===== config.mk =====
export PLATFORM = sky130hd
export DESIGN_NAME = indication_output_fifo
export DESIGN_NICKNAME = d
export VERILOG_FILES = /design/src/rtl/indication_output_fifo.sv
export SDC_FILE = /design/constraint.sdc
export NUM_CORES = 1
export LEC_CHECK = 0
export ABC_AREA = 1
export ABC_CLOCK_PERIOD_IN_PS = 4300
export CORE_UTILIZATION = 53
export CTS_CLUSTER_DIAMETER = 100
export DETAILED_ROUTE_END_ITERATION = 12
export PLACE_DENSITY = 0.8
export SKIP_CTS_REPAIR_TIMING = 1
export SLEW_MARGIN = 5
export SYNTH_ARGS = -nofsm -noshare
export SYNTH_HDL_FRONTEND = slang
export SYNTH_SLANG_ARGS = --single-unit

===== constraint.sdc =====
create_clock -name CLK -period 4.3 [get_ports CLK]
set_input_delay 0.86 -clock CLK [delete_from_list [all_inputs] [get_ports CLK]]
set_output_delay 0.86 -clock CLK [all_outputs]
set_load 0.02 [all_outputs]

===== src/rtl/indication_output_fifo.sv =====
// indication_output_fifo
// Tags indication calls from NUM_METHODS methods with their method number
// (1..NUM_METHODS). It buffers them in a DEPTH-entry ring FIFO and drains
// them in order onto a single pipe enq interface.
// Optional feature macro: INDICATION_FIFO_BYPASS_EN. When it is defined, a
// call that arrives while the FIFO is empty and the pipe is ready goes
// straight to the pipe in the same cycle.
module indication_output_fifo #(
  parameter int NUM_METHODS = 2,
  parameter int NUM_ARGS    = 2,
  parameter int ARG_WIDTH   = 32,
  parameter int TAG_WIDTH   = 32,
  parameter int DEPTH       = 4,
  localparam int PIPE_W     = TAG_WIDTH + NUM_ARGS * ARG_WIDTH,
  localparam int CNT_W      = $clog2(DEPTH + 1)
) (
  input  logic                                    CLK,
  input  logic                                    RST,
  input  logic [NUM_METHODS-1:0]                  indication__ENA,
  input  logic [NUM_METHODS*NUM_ARGS*ARG_WIDTH-1:0] indication_args,
  output logic [NUM_METHODS-1:0]                  indication__RDY,
  output logic                                    pipe_enq__ENA,
  output logic [PIPE_W-1:0]                       pipe_enq_v,
  input  logic                                    pipe_enq__RDY,
  output logic [CNT_W-1:0]                        count,
  output logic                                    drop_err
);

  localparam int SLICE_W = NUM_ARGS * ARG_WIDTH;
  localparam int PTR_W   = $clog2(DEPTH);
  localparam int IDX_W   = (NUM_METHODS > 1) ? $clog2(NUM_METHODS) : 1;

  logic [PIPE_W-1:0] mem [DEPTH];
  logic [PTR_W-1:0]  wr_ptr;
  logic [PTR_W-1:0]  rd_ptr;

  logic [IDX_W-1:0]  sel_idx;
  logic [PIPE_W-1:0] sel_word;
  logic              collision;
  logic              full;
  logic              empty;
  logic              ready;
  logic              accept;
  logic              head_deq;
  logic              bypass;
  logic              store;

  // Pick the lowest-numbered active method and build its tagged word
  always_comb begin
    sel_idx = '0;
    for (int i = NUM_METHODS - 1; i >= 0; i--) begin
      if (indication__ENA[i]) begin
        sel_idx = IDX_W'(i);
      end
    end
    sel_word  = {TAG_WIDTH'(sel_idx) + TAG_WIDTH'(1),
                 indication_args[sel_idx*SLICE_W +: SLICE_W]};
    collision = (indication__ENA & (indication__ENA - NUM_METHODS'(1))) != '0;
  end

  // Occupancy-based handshakes; full and empty never come from pointer compare
  always_comb begin
    full     = (count == CNT_W'(DEPTH));
    empty    = (count == '0);
    ready    = !RST && !full;
    accept   = ready && (|indication__ENA);
    head_deq = !RST && !empty && pipe_enq__RDY;
`ifdef INDICATION_FIFO_BYPASS_EN
    bypass   = accept && empty && pipe_enq__RDY;
`else
    bypass   = 1'b0;
`endif
    store           = accept && !bypass;
    indication__RDY = {NUM_METHODS{ready}};
    pipe_enq__ENA   = head_deq || bypass;
    if (bypass) begin
      pipe_enq_v = sel_word;
    end else if (!empty) begin
      pipe_enq_v = mem[rd_ptr];
    end else begin
      pipe_enq_v = '0;
    end
  end

  // Ring storage, pointers, occupancy and the sticky collision flag
  always_ff @(posedge CLK) begin
    if (RST) begin
      wr_ptr   <= '0;
      rd_ptr   <= '0;
      count    <= '0;
      drop_err <= 1'b0;
      for (int i = 0; i < DEPTH; i++) begin
        mem[i] <= '0;
      end
    end else begin
      if (store) begin
        mem[wr_ptr] <= sel_word;
        wr_ptr      <= wr_ptr + PTR_W'(1);
      end
      if (head_deq) begin
        rd_ptr <= rd_ptr + PTR_W'(1);
      end
      count <= count + CNT_W'(store) - CNT_W'(head_deq);
      if (accept && collision) begin
        drop_err <= 1'b1;
      end
    end
  end

endmodule


==> run summary <==
Synth Warn # -> 0
Worst-Margin Slew -> 885 ps
syn avg cell area -> 9.16 um^2
Seq/Total Area, Yosys -> 0.609
clock-pin transition on the worst setup and hold timing paths -> 60 ps
Cells after DPL -> 1911
met3 Usage GRT -> 0.0385
Sequential Power Share -> 0.402
Detailed Routing Iterations Pass 1 -> 5
hold slack -> 456 ps
Seq. cell area -> 8130 um^2
Via density -> 5.34
Synth top cells by count -> 456 x nor2_1, 264 x edfxtp_1, 196 x o21ai_0
starting density of the core -> 0.544
DR vias -> 10500
area of the core -> 24500 um^2
Multi-input gate area -> 4060 um^2
Remaining Overflow, GRT -> 0
Cell Pwr Density -> 509 nW/um^2
dominant cell type by area after synthesis -> edfxtp_1
Layout Nets -> 1752
Worst-Skew Late Latency -> 550 ps
DP Area -> 15500 um^2
static leakage -> 6.66 nW
clk buf depth -> 3
initial antenna violation count -> 2
HPWL Detailed -> 19400 um
total track usage -> 0.253
number of synthesized register bits -> 274
Clk pwr share -> 0.269
gpl congestion -> 0.795
Fmax -> 254 MHz
Cells after Synth -> 1458
Crit Path Max Fanout -> 57
total CTS buffers -> 28
Max H-tree Level -> 1
final hold vios -> 0
post-route ant nets -> 0
Synth area leaders -> edfxtp_1 59%, nor2_1 13%, o21ai_0 7.3%, inv_1 4.1%, a21oi_1 2.7%
vias in the first global route -> 10100
Final setup viols -> 0
Pins Over Slew Limit -> 0
Cell Area, Synth -> 13400 um^2
die width -> 161 um
GRT busiest layer -> met2
met1 global-route usage -> 0.323
DR DRC count -> 0
Die ar. -> 25800 um^2
largest net degree at the start of global routing -> 105
Net Sw Frac -> 0.342
CTS tree -> built
NetSw -> 2.85 mW
internal power -> 5.48 mW
WP data required -> 3440 ps
initial DRC count -> 1141
Detailed Route WL -> 33200 um
# clock sinks -> 274
Crit. End Element -> output port
most numerous cell in the Yosys netlist -> nor2_1
post-synth cell types -> 26
EDFF count, synth -> 264
row count -> 57
Synth async-reset ratio -> 0
met2 GRT Util -> 0.436
top_reg_cell synth -> edfxtp_1
RSZ-0062 raised after global routing -> no
Clock Skews -> 12.8 ps
Final Core Density -> 0.667
wire per inst -> 16.9 um
max_cap viols -> 0
fin crit period -> 3930 ps
Slew headroom -> 0.410
status -> finished, final reports clean
design area -> 16400 um^2
first-pass GRT wire length -> 51200 um
Tightest Hold Check Type -> flip-flop to flip-flop
die height -> 161 um
area grow syn2layout -> 22.5%
final std cells w/o fill -> 1964
PortBufs -> 205
critical setup path kind -> flip-flop to output port
critical path data arrival time -> 3070 ps
share of layout cells above drive strength 1 -> 0.0561
Root Driver -> clkbuf_16
Yosys top cell area share -> 0.594
startpoint class of the critical path -> flip-flop
period utilization -> 0.915
final setup TNS -> 0 ps
VDD IR-drop max -> 489 uV
filler cell count -> 1877
IO Pins -> 236
Comb power frac -> 0.329
[layer usage]
metal | vias to the layer above | wire [um]
met5 | - | 13
met4 | 2 | 914
met3 | 59 | 2870
met2 | 511 | 16400
met1 | 4875 | 13000
li1 | 5033 | -
[area by class of cell]
class | instances | share of cell area
timing repair buffer | 233 | 0.144
sequential | 274 | 0.497
antenna | 1 | 0.000153
multi-input combinational | 932 | 0.248
clock buffer | 42 | 0.0486
inverter | 148 | 0.0340
clock inverter | 10 | 0.00260
tap | 324 | 0.0248
[stage by stage]
step / power, mW / setup WS, ps
after global placement: 6.07 / 940
after CTS: 8.33 / 364
final: 8.33 / 366
after floorplan: 4.96 / 747
after global routing: 8.67 / 191
after detailed placement: 6.12 / 940
[final timing paths]
kind	start	endpoint	slack (ps)	depth (start not counted)
worst min register to register	drop_err	drop_err	460	2
worst max register to register	count[1]	mem[0][3]	2080	5
worst min-delay path	drop_err	drop_err	460	2
worst max-delay path	flip-flop	pipe_enq_v[19]	370	6
[cells in the final DEF, fill, tap and decap left out, drive strengths merged, types with 11 or more instances in the layout]
cell type / netlist / routed
a21oi: 72 / 72
buf: 94 / 28
clkbuf: 39 / 42
clkdlybuf4s50: 0 / 205
clkinv: 0 / 11
conb: 1 / 30
edfxtp: 264 / 264
inv: 148 / 147
nand2: 86 / 86
nand3: 68 / 68
nor2: 467 / 467
o21ai: 197 / 197
[sequential cells by signal, indices dropped and copies added (netlist names), named ones only]
name / flops
drop_err: 1
wr_ptr: 2
rd_ptr: 2
count: 3
mem: 264
[cells by family after synthesis]
| family | synth area share |
|---|---|
| flip-flops | 0.609 |
| XOR/XNOR | 0.000656 |
| AO/OA/AOI/OAI | 0.102 |
| other | 0.000281 |
| adder cells (fa/ha/maj) | 0.00244 |
| AND/OR/NAND/NOR | 0.188 |
| buffers and inverters | 0.0984 |
[power by group through the flow]
| stage | logic [mW] | clock network (mW) | registers [mW] |
|---|---|---|---|
| floorplan | 1.58 | 0 | 3.38 |
| detailed placement | 2.72 | 0 | 3.40 |
| global placement | 2.68 | 0 | 3.39 |
| CTS | 2.74 | 2.24 | 3.35 |
| finish | 2.74 | 2.24 | 3.35 |
| global route | 2.93 | 2.37 | 3.38 |
[critical path, stage by stage (launching register included)]
cell	delay (ps)
dfxtp_4	780
buf_4	470
nor2_1	110
nor2_1	140
o21ai_0	130
a21oi_1	220
clkdlybuf4s50_1	640
Note: power is estimated with default switching activity, not from simulation.
